==> config.mk <==
export PLATFORM = sky130hd
export DESIGN_NAME = song_sequencer
export DESIGN_NICKNAME = d
export VERILOG_FILES = /design/src/rtl/song_sequencer_pkg.sv /design/src/rtl/song_sequencer_dur_timer.sv /design/src/rtl/song_sequencer.sv
export SDC_FILE = /design/constraint.sdc
export NUM_CORES = 1
export LEC_CHECK = 0
export BUFFER_PORTS_ARGS = -buffer_cell sky130_fd_sc_hd__buf_2
export CAP_MARGIN = 20
export CORE_ASPECT_RATIO = 1.2
export CORE_MARGIN = 1.5
export CORE_UTILIZATION = 43
export CTS_BUF_LIST = sky130_fd_sc_hd__clkbuf_16
export DETAILED_ROUTE_END_ITERATION = 10
export PLACE_DENSITY_LB_ADDON = 0.05
export SLEW_MARGIN = 0
export SYNTH_ARGS = -nofsm -noshare
export SYNTH_HDL_FRONTEND = slang
export SYNTH_HIERARCHICAL = 1
export SYNTH_SLANG_ARGS = --single-unit
export TNS_END_PERCENT = 10
==> constraint.sdc <==
create_clock -name clk -period 4.5 [get_ports clk]
set_input_delay 0.9 -clock clk [delete_from_list [all_inputs] [get_ports clk]]
set_output_delay 0.9 -clock clk [all_outputs]
set_load 0.01 [all_outputs]
==> src/rtl/song_sequencer_pkg.sv <==
// Shared definitions for the song sequencer: FSM state encodings, field constants
// and the timer width helper.
package song_sequencer_pkg;

   typedef enum logic [2:0] {
      ST_IDLE  = 3'd0,
      ST_FETCH = 3'd1,
      ST_PLAY  = 3'd2,
      ST_GAP   = 3'd3,
      ST_END   = 3'd4
   } state_t;

   // A zero duration terminates a song; a zero note is a rest.
   localparam int END_MARKER_DUR = 0;
   localparam int REST_NOTE      = 0;

   // Smallest width able to hold max_val.
   function automatic int cnt_width(input longint unsigned max_val);
      int w;
      w = 1;
      while ((longint'(1) << w) <= max_val) w++;
      return w;
   endfunction

endpackage

==> src/rtl/song_sequencer_dur_timer.sv <==
// Loadable down-counter shared by the PLAY and GAP phases; hold freezes the count
// and zero flags an expired interval.
module song_sequencer_dur_timer #(
   parameter int CNT_W = 8
) (
   input  logic             clk,
   input  logic             reset,
   input  logic             load,
   input  logic             hold,
   input  logic [CNT_W-1:0] load_val,
   output logic             zero
);

   logic [CNT_W-1:0] cnt;

   always_ff @(posedge clk or posedge reset) begin
      if (reset) begin
         cnt <= '0;
      end else if (load) begin
         cnt <= load_val;
      end else if (!hold && cnt != '0) begin
         cnt <= cnt - CNT_W'(1);
      end
   end

   assign zero = (cnt == '0);

endmodule

==> src/rtl/song_sequencer.sv <==
// Song playback FSM: fetches {note, dur} entries from the song ROM and drives the tone
// generator. Define SONG_LOOP_EN to repeat the song until stop instead of returning to idle.
module song_sequencer
   import song_sequencer_pkg::*;
#(
   parameter int          SONG_W          = 4,
   parameter int          IDX_W           = 6,
   parameter int          NOTE_W          = 4,
   parameter int          DUR_W           = 4,
   parameter int unsigned DUR_UNIT_CYCLES = 5_000_000,
   parameter int unsigned GAP_CYCLES      = 1_000_000
) (
   input  logic                    clk,
   input  logic                    reset,
   input  logic                    start,
   input  logic                    stop,
   input  logic                    pause,
   input  logic [SONG_W-1:0]       selected_song,
   output logic                    rom_req,
   output logic [SONG_W+IDX_W-1:0] rom_addr,
   input  logic                    rom_ack,
   input  logic [NOTE_W+DUR_W-1:0] rom_data,
   output logic [NOTE_W-1:0]       note_out,
   output logic                    busy,
   output logic                    done,
   output logic [IDX_W-1:0]        cur_index
);

   localparam longint unsigned PLAY_MAX = ((longint'(1) << DUR_W) - 1) * DUR_UNIT_CYCLES;
   localparam longint unsigned CNT_MAX  = (PLAY_MAX > GAP_CYCLES) ? PLAY_MAX : GAP_CYCLES;
   localparam int              CNT_W    = cnt_width(CNT_MAX);
   localparam logic [CNT_W-1:0] GAP_LOAD = (GAP_CYCLES == 0) ? '0 : CNT_W'(GAP_CYCLES - 1);

   state_t              state;
   logic [SONG_W-1:0]   song_q;
   logic [IDX_W-1:0]    index_q;
   logic [NOTE_W-1:0]   note_q;

   logic [NOTE_W-1:0]   rom_note;
   logic [DUR_W-1:0]    rom_dur;
   logic [CNT_W-1:0]    play_len;
   logic                tmr_load;
   logic                tmr_hold;
   logic [CNT_W-1:0]    tmr_val;
   logic                tmr_zero;
   logic                tmr_expired;

   assign rom_note    = rom_data[NOTE_W+DUR_W-1 -: NOTE_W];
   assign rom_dur     = rom_data[DUR_W-1:0];
   assign play_len    = CNT_W'(rom_dur) * CNT_W'(DUR_UNIT_CYCLES);
   assign tmr_expired = tmr_zero && !pause;

   // Timers are loaded with length-1 so that an interval of N cycles ends on count 0.
   always_comb begin
      tmr_load = 1'b0;
      tmr_val  = '0;
      if (!stop) begin
         if (state == ST_FETCH && rom_ack && rom_dur != DUR_W'(END_MARKER_DUR)) begin
            tmr_load = 1'b1;
            tmr_val  = play_len - CNT_W'(1);
         end else if (state == ST_PLAY && tmr_expired && GAP_CYCLES != 0) begin
            tmr_load = 1'b1;
            tmr_val  = GAP_LOAD;
         end
      end
   end

   assign tmr_hold = pause || !(state == ST_PLAY || state == ST_GAP);

   song_sequencer_dur_timer #(.CNT_W(CNT_W)) u_dur_timer (
      .clk      (clk),
      .reset    (reset),
      .load     (tmr_load),
      .hold     (tmr_hold),
      .load_val (tmr_val),
      .zero     (tmr_zero)
   );

   always_ff @(posedge clk or posedge reset) begin
      if (reset) begin
         state   <= ST_IDLE;
         song_q  <= '0;
         index_q <= '0;
         note_q  <= '0;
         rom_req <= 1'b0;
         busy    <= 1'b0;
         done    <= 1'b0;
      end else if (stop) begin
         state   <= ST_IDLE;
         note_q  <= '0;
         rom_req <= 1'b0;
         busy    <= 1'b0;
         done    <= 1'b0;
      end else begin
         done <= 1'b0;
         case (state)
            ST_IDLE: begin
               if (start) begin
                  song_q  <= selected_song;
                  index_q <= '0;
                  rom_req <= 1'b1;
                  busy    <= 1'b1;
                  state   <= ST_FETCH;
               end
            end
            ST_FETCH: begin
               if (rom_ack) begin
                  rom_req <= 1'b0;
                  if (rom_dur == DUR_W'(END_MARKER_DUR)) begin
                     done  <= 1'b1;
                     state <= ST_END;
                  end else begin
                     note_q <= rom_note;
                     state  <= ST_PLAY;
                  end
               end
            end
            ST_PLAY: begin
               if (tmr_expired) begin
                  note_q <= NOTE_W'(REST_NOTE);
                  if (GAP_CYCLES != 0) begin
                     state <= ST_GAP;
                  end else if (index_q == '1) begin
                     done  <= 1'b1;
                     state <= ST_END;
                  end else begin
                     index_q <= index_q + IDX_W'(1);
                     rom_req <= 1'b1;
                     state   <= ST_FETCH;
                  end
               end
            end
            ST_GAP: begin
               // The last addressable entry ends the song rather than wrapping the index.
               if (tmr_expired) begin
                  if (index_q == '1) begin
                     done  <= 1'b1;
                     state <= ST_END;
                  end else begin
                     index_q <= index_q + IDX_W'(1);
                     rom_req <= 1'b1;
                     state   <= ST_FETCH;
                  end
               end
            end
            ST_END: begin
`ifdef SONG_LOOP_EN
               index_q <= '0;
               rom_req <= 1'b1;
               state   <= ST_FETCH;
`else
               busy  <= 1'b0;
               state <= ST_IDLE;
`endif
            end
            default: begin
               state   <= ST_IDLE;
               rom_req <= 1'b0;
               busy    <= 1'b0;
            end
         endcase
      end
   end

   // Pause mutes immediately; the held note resumes when pause drops.
   assign note_out  = pause ? NOTE_W'(REST_NOTE) : note_q;
   assign rom_addr  = {song_q, index_q};
   assign cur_index = index_q;

endmodule

# Yosys cells after proc, flatten, opt, wreduce, memory -nomap -nowiden
# Cells that the tools add are included.
classes:
  addsub: 3
  n_mul: 1
  n_eq_ne: 16
  n_mux: 40
  bitwise: 1
  reduce_logical: 26
op_table:
  columns: ["cell", "count"]
  rows:
  - ["$mux 27", 4]
  - ["$sub 27x1->27 const B", 2]
  - ["$logic_not 27->1", 1]
  - ["$reduce_bool 27->1", 1]
  - ["$mul 4x17->21 const B", 1]
  - ["$mux 3", 7]
  - ["$mux 20", 1]
  - ["$mux 4", 5]
  - ["$mux 6", 3]
  - ["$ne 3x3->1 const B", 6]
  - ["$mux 1", 14]
  - ["$pmux 3 s4", 1]
  - ["$pmux 6 s2", 1]
  - ["$reduce_and 5->1", 2]
  - ["$pmux 4 s2", 1]
  - ["$reduce_and 4->1", 2]
  - ["$add 6x1->6 const B", 1]
  - ["$eq 3x2->1 const B", 2]
  - ["$eq 6x6->1 const B", 1]
  - ["$ne 2x2->1 const B", 3]
  - ["$logic_and 1x1->1", 5]
  - ["$logic_not 4->1", 1]
  - ["$ne 2x1->1 const B", 2]
  - ["$pmux 1 s2", 2]
  - ["other kinds (14)", 18]
totals:
  reg_bits: 47
  inputBits: 18
  output_inout_bits: 23

# Logic depth before layout (Yosys ltp)
# Gate-level depths: netlist (run 1).
depth:
  depth_word: 8
  mapped_depth: 17
  depth_no_buf: 16

# Cells and area by module
# Netlist (run 1), hierarchy kept.
modules_own_cells:
  columns: ["mod", "instances", "cells_per_inst", "area_per_inst_um2", "seq_area_each_um2"]
  rows:
  - ["song_sequencer", 1, 310, 2454.9, 500.5]
  - ["song_sequencer_dur_timer", 1, 191, 1705.4, 675.6]

# Worst setup path before layout (run 1)
# OpenSTA, ideal clock, no wires.
synth_timing:
  kind: "input -> register"
  startpoint: "input rom_data[2]"
  endpoint: "register u_dur_timer.cnt[17]"
  setup_time_ns: 0.140
  t_arrival_ns: 4.343
  setup_slack_ns: 0.016
  cell_stages: 17
  n_path_buf: 1
  path_cell_list: "clkbuf_1 > inv_1 > ha_1 > inv_1 > fa_1 > inv_1 > ha_1 > o211ai_1 > o21ai_1 > xor2_1 > or4_4 > o311a_1 > o22ai_2 > xnor2_1 > a21oi_1 > nor2_1 > a31oi_1"
synth_via:
  elab_chain_len: 5
synth_rtl:
  columns: ["item", "line", "text"]
  rows:
  - ["start: declaration", "song_sequencer.sv:22", "input logic [NOTE_W+DUR_W-1:0] rom_data,"]
  - ["$mul 4x17->21 / $reduce_bool 4->1 (equally long branches)", "song_sequencer.sv:50, song_sequencer.sv:58", null]
  - ["$sub 27x1->27 / $logic_and 1x1->1 (equally long branches)", "song_sequencer.sv:60, song_sequencer.sv:58", null]
  - ["$mux 27 (*)", "song_sequencer.sv:58", "if (state == ST_FETCH && rom_ack && rom_dur != DUR_W'(END_MARKER_DUR)) begin"]
  - ["$mux 27 (*)", "song_sequencer.sv:57", "if (!stop) begin"]
  - ["net tmr_val[17]", "song_sequencer.sv:44", "logic [CNT_W-1:0] tmr_val;"]
  - ["$mux 27 (*)", "song_sequencer_dur_timer.sv:19", "end else if (load) begin"]
  - ["end signal: assignment", "song_sequencer_dur_timer.sv:20", "cnt <= load_val;"]
  - ["end signal: assignment", "song_sequencer_dur_timer.sv:22", "cnt <= cnt - CNT_W'(1);"]
  - ["end: declaration", "song_sequencer_dur_timer.sv:14", "logic [CNT_W-1:0] cnt;"]
# Mark *: on every way through the listed nets, which the timed path passes. The rest lies on a longest branch.
# A chain may end at the register's enable or synchronous reset.

# Worst setup path in the final report (run 1)
layout_timing:
  startpoint: "input rom_data[1]"
  endpoint: "register u_dur_timer.cnt[21]"
# The elaborated chain is that of the path after synthesis.

==> results.toml, run 1 <==
[routing]
m1WireLength_um = 4634
drcViolationCount = 0
drtAntennaViolNets = 0
via_count = 3712
routed_wl_um = 9955
wl_met3_um = 373
firstDrtPassIters = 5
post_drt_via_cell_ratio = 5.565
drtIter0Drc = 200
wl_per_cell_um = 14.93
topRoutingLayerUsed = "met4"
wl_met2_um = 4785

[logic_synthesis]
synth_seq_area_share = 0.2827
yosys.area.top_type = "dfrtp_1"
synth_top_cell_area_share = 0.2827
synth_cell_types = 69
async_flop_share = 1.000
syn_nets = 549
synth_top_family_by_area = "simple AND/OR/NAND/NOR gates"
synth_area_mm2 = 0.004160
synth_compound_area_frac = 0.1856
synth_edf_count = 0
ys_ff_latch = 47
synth_common_cells = "dfrtp_1 (47), nand2_1 (44), nor2_1 (42)"
yosysMostFrequentCell = "dfrtp_1"
postSynthCellCount = 501
syn_avg_cell_area_um2 = 8.304
ys_warn_count = 6
synth_area_leaders = "dfrtp_1 (28%), ha_1 (8.4%), xnor2_1 (5.1%)"
synth.area.mux_share = 0.02917
synth_simple_gate_area_frac = 0.2623
synth-main-ff-cell = "dfrtp_1"
synth_xor_area_frac = 0.09053
synthAdderAreaFrac = 0.09383

[min_path]
hp-class = "register to register"
whs_path_depth = 2
holdPathEnd = "busy"
worstHoldStart = "busy"

[pwr]
p_total_mw = 2.114
cellLeakagePower_nw = 2.169
peakVddDrop_uv = 195.5
power_density_mw_per_mm2 = 443.6

[layout]
fill_cells = 958
seq_area_mm2 = 0.001176
utilization = 0.5034
syn_to_final_growth_pct = 14.56
finalNetCount = 591
n_antenna_cell = 0
finalInstanceArea_mm2 = 0.004766
multi_input_area_mm2 = 0.002751
layout-drive-gt1-share = 0.1838

[critical_path]
r2r-end = "u_dur_timer/cnt[3]"
end_kind = "register"
path_class = "primary input to register"
cp_max_fo = 7
cp.arrival_ns = 4.40
start_kind = "primary input"
setup.worst_path.start = "rom_data[1]"
r2r_setup_slack_ns = 0.62
required_ns = 4.64
regToRegStartpoint = "u_dur_timer/cnt[2]"
rr_worst_depth = 10

[sta]
finalClockSkew_ns = 0.008925
fin_crit_ns = 4.258
timing.hold.ws_ns = 0.4697
grt_setup_unrepaired = "false"
slew_headroom = 0.4821
fin_crit_sh = 0.9463
final_max_slew_viol_count = 0
fmax_mhz = 234.8
setup_viol = 0
worstMarginPinSlew_ns = 0.7760
final_hold_viol_count = 0

[global_routing]
antenna_found_initial = 0
grt_pass1_vias = 3446
grt-ovfl-total = 0
grt_pass1_wl_um = 16820
grt_max_degree = 38
grt_usage = 0.2013

[die]
coreArea_mm2 = 0.009467
io_pins = 41
fp.dieH_um = 110.8
dieArea_mm2 = 0.01028
die_w_um = 92.79
rows = 39
initial_core_util = 0.4395

[clock_network]
cts_sinks = 47
clock_latency_ns = 0.29
cts_buffers = 5
clk_pin_slew_ns = 0.07
clock-root-buffer = "clkbuf_16"
ctsHoldBuffers = 0
tritoncts = "yes"
post-cts-setup-buffers = 0
clk_path_buf_depth = 2
h-tree-depth = 2
cts-resized-gates = 0

[flow_run]
drv_cap = 0

[placement]
dp_hpwl_um = 7670
gp_congestion = 0.8612
place_area_mm2 = 0.004542
port_buffers = 40

[run_status]
status = "finished clean"
## cell families after synthesis
family / Yosys count
adders and majority gates: 30
and+or+nand+nor: 201
xor gates and xnor gates: 43
buffers and inverters: 50
AOI/OAI and AO/OA: 119
muxes: 11
DFF: 47
## how the worst max path moves through the flow
stage                          end  cells after the start
6_report       u_dur_timer/cnt[21]                     16
5_1_grt        u_dur_timer/cnt[21]                     16
4_1_cts        u_dur_timer/cnt[21]                     16
3_5_place_dp   u_dur_timer/cnt[21]                     16
3_3_place_gp   u_dur_timer/cnt[21]                     16
2_1_floorplan  u_dur_timer/cnt[17]                     17
## metal layers
metal | up-vias | global-route usage
met4 | 0 | 0.06566
li1 | 1906 | -
met2 | 89 | 0.3285
met1 | 1707 | 0.2744
met3 | 10 | 0.02469
met5 | - | 0
## critical path, cell delays in order
cell	delay (ns)
buf_2	0.16
ha_1	0.34
ha_1	0.29
ha_1	0.24
fa_1	0.45
a211oi_1	0.34
buf_4	0.18
o21ai_2	0.11
a21o_1	0.22
nor2b_1	0.13
xor2_1	0.17
nor4_4	0.40
a211oi_1	0.11
or2_1	0.21
nand2_1	0.08
nand3_1	0.07
## through the flow
stage                 TNS, ns  instances  setup WS, ns
global route                0        667       0.04758
CTS                         0        666        0.2246
detailed placement   -0.07776        658      -0.07776
floorplan                   0        501       0.01627
finish                      0        667        0.2416
global placement    -0.001341        658     -0.001341
## registers in the layout (all words and copies together), names as in the netlist
register,count
cur_index,6
rom_req,1
busy,1
u_dur_timer/cnt,27
state,3
song_q,4
note_q,4
done,1
## power by group
part | internal, mW | switching (mW) | total, mW
clock | 0.322 | 0.166 | 0.488
sequential | 0.546 | 0.133 | 0.679
combinational | 0.392 | 0.555 | 0.947
total | 1.26 | 0.855 | 2.11
## cells in the final DEF (no fill, tap or decap), types with 10 or more instances in the layout
cell type,Yosys,final
dfrtp_1,47,47
nor2_1,42,42
nor4_1,10,10
nand2_1,44,44
o21ai_0,30,30
nor3_1,17,17
buf_4,6,21
o21ai_1,13,13
a21oi_1,22,22
xor2_1,19,19
nand3_1,22,22
xnor2_1,24,24
buf_2,0,40
ha_1,28,28
inv_1,22,22
## layout make-up
type | count | area share
clock buffers | 5 | 0.02625
clock inverters | 3 | 0.01496
inverters | 22 | 0.01733
multi-input cells | 404 | 0.5773
flip-flops and latches | 47 | 0.2468
well taps | 123 | 0.03229
repair buffers | 63 | 0.08506
No activity file was read; power rests on OpenSTA's default activity.
==> run 2, diff against run 1 <==
Settings changed: CELL_PAD_IN_SITES_DETAIL_PLACEMENT from default to 0, CELL_PAD_IN_SITES_GLOBAL_PLACEMENT from default to 1, CORE_MARGIN 1.5 to default, SETUP_SLACK_MARGIN from default to 0.4.
==> run 2 against run 1 <==
First-iteration DRC count shrank 26%. Count of clock-buffer cells in the layout is the same. Cell count shrank 1.2%. Non-clock buffer count shrank 5. Final area grew 0.47%. Sequential share of layout area shrank 0.12 points. Critical endpoint unchanged.
==> results.toml, run 2 (synthesized netlist as in run 1, its figures left out) <==
[layout]
syn_to_final_growth_pct = 15.10
final_cell_mix = "dfrtp_1 (47), nand2_1 (44), nor2_1 (41)"
layout-drive-gt1-share = 0.2078
largest_register_ffs = 27
n_antenna_cell = 0
fin_cells = 659
final_common_cell = "dfrtp_1"
finalNetCount = 586
finalInstanceArea_mm2 = 0.004788
top_register = "u_dur_timer/cnt"

[critical_path]
cp_max_fo = 5
path_class = "primary input to register"
end_kind = "register"
cp_cell_sequence = "buf_6, inv_6, ha_4, inv_1, fa_1, inv_2, ha_4, o211ai_1, o21ai_2, xor2_1, or4_4, nor4_4, a211oi_1, or2_1, nand2_1, nand3_1"
path_buf_inv = 4
required_ns = 4.65
critPathTopFamily = "simple AND/OR/NAND/NOR gates"
cp_common_cell = "ha_4"
cpMaxStageDelayCell = "or4_4"
cp.arrival_ns = 4.13
start_kind = "primary input"
slowest_delay_ns = 0.59

[placement]
port_buffers = 40
dp_hpwl_um = 7577
place_area_mm2 = 0.004508
dpl.cell_count = 648
gp_congestion = 0.8350

[clock_network]
h-tree-depth = 2
clk_path_buf_depth = 2
clock_latency_ns = 0.29
clk_pin_slew_ns = 0.07
tritoncts = "yes"
clock-root-buffer = "clkbuf_16"
cts_sinks = 47
cts_buffers = 5
ctsHoldBuffers = 0

[pwr]
peakVddDrop_uv = 205.1
power_density_mw_per_mm2 = 424.3
cellLeakagePower_nw = 2.135

[sta]
slew_headroom = 0.4626
setup_viol = 0
fin_crit_ns = 3.980
finalClockSkew_ns = 0.008204
final_hold_viol_count = 0
worstMarginPinSlew_ns = 0.8052
setup_tns_ns = 0
final_max_slew_viol_count = 0
grt_setup_unrepaired = "false"
fin_crit_sh = 0.8844
fmax_mhz = 251.3

[routing]
post_drt_via_cell_ratio = 5.569
routed_wl_um = 10130
via_count = 3670
wl_met3_um = 245
drcViolationCount = 0
topRoutingLayerUsed = "met4"
firstDrtPassIters = 5
drtAntennaViolNets = 0
wl_met2_um = 4856
wl_per_cell_um = 15.37
drtIter0Drc = 149
m1WireLength_um = 4992

[flow_run]
drv_cap = 0

[die]
fp.dieH_um = 109.8
coreArea_mm2 = 0.009224
die_w_um = 91.79
rows = 38
initial_core_util = 0.4510
dieArea_mm2 = 0.01007
io_pins = 41

[run_status]
status = "finished clean"

[global_routing]
grt_usage = 0.2041
grt-ovfl-total = 0
grt_max_degree = 47
grt_pass1_vias = 3367
grt_pass1_wl_um = 16530
antenna_found_initial = 0

[min_path]
hp-class = "register to register"
## run 2: changes by cell type in the layout (fill, tap and decap cells not counted), moves of 2 or more
cell | before | now
ha_1 | 28 | 23
buf_4 | 21 | 17
ha_4 | 0 | 4
inv_1 | 22 | 19
a211oi_1 | 4 | 2
buf_2 | 40 | 38
buf_6 | 0 | 2
bufinv_16 | 2 | 0
inv_2 | 0 | 2
inv_6 | 0 | 2
## run 2: tightest hold or removal path, stage by stage (launching register included)
cell	delay, ns
dfrtp_1	0.34
nand2_1	0.05
nand2_1	0.05
## run 2: routing by layer
metal,GRT usage,up-vias
li1,-,1887
met2,0.3475,52
met3,0.02351,2
met5,0,-
met4,0.04464,0
met1,0.2798,1729
## run 2: final timing paths
| path | to | slack (ns) | startpoint | cells after the start |
|---|---|---|---|---|
| min | busy | 0.48 | busy | 2 |
| min reg2reg | busy | 0.48 | busy | 2 |
| min in group asynchronous | u_dur_timer/cnt[4] | 0.52 | reset | 2 |
| max in group asynchronous | state[1] | 3.24 | reset | 2 |
| max | u_dur_timer/cnt[21] | 0.52 | rom_data[2] | 16 |
| max reg2reg | u_dur_timer/cnt[3] | 0.72 | u_dur_timer/cnt[2] | 10 |
## run 2: layout make-up
cell class	instances	area, um^2
fillers	914	4436
multi-input cells	404	2854
flip-flops and latches	47	1176
repair buffers	58	367.9
well taps	120	150.1
clock buffers	5	125.1
inverters	22	87.58
clock inverters	3	27.53
## run 2: where the power goes
group / internal (mW) / switching (mW) / total [mW] / leakage [nW]
Sequential: 0.545 / 0.130 / 0.676 / 0.623
Combinational: 0.401 / 0.562 / 0.963 / 1.44
Clock: 0.212 / 0.181 / 0.393 / 0.0723
## run 2: stage by stage
step | power (mW) | utilization | hold WS (ns) | worst slack (ns)
floorplan | 1.396 | - | 0.5043 | 0.3681
global placement | 1.592 | 0.4887 | 0.4566 | 0.1124
detailed placement | 1.609 | 0.4887 | 0.4636 | 0.07971
CTS | 2.010 | 0.5056 | 0.4802 | 0.4126
global route | 2.193 | 0.5191 | 0.5100 | 0.3840
finish | 2.031 | 0.5191 | 0.4751 | 0.5202
## run 2: repair_timing
action,CTS,global route
buffers inserted,0,2
pin swaps,0,10
resized for setup,1,19
setup endpoints to repair,3,10
==> run 3, diff against run 2 <==
Settings changed: PLACE_DENSITY_LB_ADDON 0.05 to 0.1.
==> run 3 against run 2 <==
First-iteration DRC count grew 41%. Global-route usage grew 1.9 points. Register-to-register slack improved by 0.20 ns. Clock skew grew 0.00090 ns. Fmax increased by 0.38%. Worst setup slack better by 0.015 ns.
==> results.toml, run 3 (synthesized netlist as in run 1, its figures left out) <==
[placement]
gp_congestion = 0.8460
place_area_mm2 = 0.004561
dp_hpwl_um = 8091
dpl.cell_count = 655
pre_cts_ws_ns = 0.04014
port_buffers = 40

[critical_path]
cp.arrival_ns = 4.11
regToRegStartpoint = "u_dur_timer/cnt[2]"
start_kind = "primary input"
setup.worst_path.start = "rom_data[1]"
cp_max_fo = 5
required_ns = 4.65
r2r-end = "u_dur_timer/cnt[3]"
r2r_setup_slack_ns = 0.92
rr_worst_depth = 11
path_class = "primary input to register"
end_kind = "register"
endpoint = "u_dur_timer/cnt[21]"

[routing]
via_count = 3764
routed_wl_um = 10500
wl_per_cell_um = 15.80
drtIter0Drc = 210
drtAntennaViolNets = 0
drcViolationCount = 0
post_drt_via_cell_ratio = 5.660
firstDrtPassIters = 4

[layout]
final_common_cell = "dfrtp_1"
n_antenna_cell = 0
seq_area_mm2 = 0.001176
largest_register_ffs = 27
fin_cells = 665
top_register = "u_dur_timer/cnt"
utilization = 0.5183
syn_to_final_growth_pct = 14.92
layout-drive-gt1-share = 0.2092
multi_input_area_mm2 = 0.002820
fill_cells = 913
finalNetCount = 592
finalInstanceArea_mm2 = 0.004781
final_cell_mix = "dfrtp_1 (47), nand2_1 (44), nor2_1 (42)"

[global_routing]
grt_pass1_vias = 3593
grt_usage = 0.2233
antenna_found_initial = 0
grt_max_degree = 47
grt-ovfl-total = 0
grt_pass1_wl_um = 17780

[sta]
slew_headroom = 0.4713
fin_crit_ns = 3.965
fmax_mhz = 252.2
final_hold_viol_count = 0
worstMarginPinSlew_ns = 0.7922
setup_viol = 0
final_max_slew_viol_count = 0
setup_tns_ns = 0
fin_ws_ns = 0.5354
grt_setup_unrepaired = "true"
timing.hold.ws_ns = 0.4812
finalClockSkew_ns = 0.009109
fin_crit_sh = 0.8810

[pwr]
power_density_mw_per_mm2 = 422.5
p_comb_frac = 0.481
switching_power_mw = 0.8606
p_seq_frac = 0.335
peakVddDrop_uv = 148.1
p_total_mw = 2.020
p_sw_frac = 0.4261
power.share.clock = 0.184
cellLeakagePower_nw = 2.155
power.internal_mw = 1.159

[clock_network]
cts_buffers = 5
clk_pin_slew_ns = 0.06
h-tree-depth = 2
clock-root-buffer = "clkbuf_16"
tritoncts = "yes"
clock_latency_ns = 0.29
clk_path_buf_depth = 2
cts_sinks = 47

[flow_run]
drv_cap = 0

[min_path]
hp-class = "register to register"

[die]
dieArea_mm2 = 0.01007
coreArea_mm2 = 0.009224
die_w_um = 91.79
io_pins = 41
rows = 38
fp.dieH_um = 109.8
initial_core_util = 0.4510

[run_status]
status = "finished clean"
==> run 3: changes by cell type in the layout (fill, tap and decap cells not counted), sizes merged <==
cell,before,now
buf,58,64
clkinv,0,2
clkinvlp,1,0
inv,24,23
==> run 3: what timing repair did <==
item                       in CTS  in global routing
setup endpoints to repair       2                  7
pin swaps                       0                  9
hold buffers                    0                  0
gates resized for setup         3                  7
buffers inserted                0                  1
==> run 3: power by group through the flow <==
stage          Combinational, mW  Clock [mW]  Sequential [mW]
4_1_cts                    0.964       0.382            0.678
3_5_place_dp               0.955           0            0.686
5_1_grt                     1.09       0.397            0.698
6_report                   0.972       0.371            0.677
3_3_place_gp               0.942           0            0.676
2_1_floorplan              0.744           0            0.651
==> run 3: how the worst min path moves through the flow <==
stage,slack (ns),startpoint,depth (start not counted),to
global route,0.52,song_q[1],1,song_q[1]
CTS,0.49,busy,2,busy
global placement,0.46,busy,2,busy
detailed placement,0.47,busy,2,busy
finish,0.48,busy,2,busy
floorplan,0.50,note_q[0],2,note_q[0]
==> run 3: routing by layer <==
| metal | track usage | vias to the layer above | part of all wire |
|---|---|---|---|
| met5 | 0 | - | 0 |
| met4 | 0.07924 | 0 | 0.020 |
| met3 | 0.02282 | 14 | 0.023 |
| met2 | 0.3985 | 64 | 0.50 |
| met1 | 0.2813 | 1781 | 0.45 |
| li1 | - | 1905 | - |
==> run 3: cell type report <==
| class | count | area share |
|---|---|---|
| inverter | 22 | 0.01832 |
| clock inverter | 3 | 0.003926 |
| timing repair buffer | 64 | 0.08427 |
| multi-input combinational | 404 | 0.5899 |
| sequential | 47 | 0.2460 |
| clock buffer | 5 | 0.02617 |
| tap | 120 | 0.03141 |
==> run 3: worst max-delay path, stage by stage <==
cell,delay (ns)
buf_2,0.13
ha_1,0.33
ha_1,0.29
ha_2,0.22
fa_2,0.37
a211oi_2,0.38
o21ai_2,0.13
a21o_1,0.21
nor2b_1,0.13
xor2_1,0.18
nor4_4,0.35
a211oi_1,0.11
or2_1,0.22
nand2_1,0.07
nand3_1,0.08
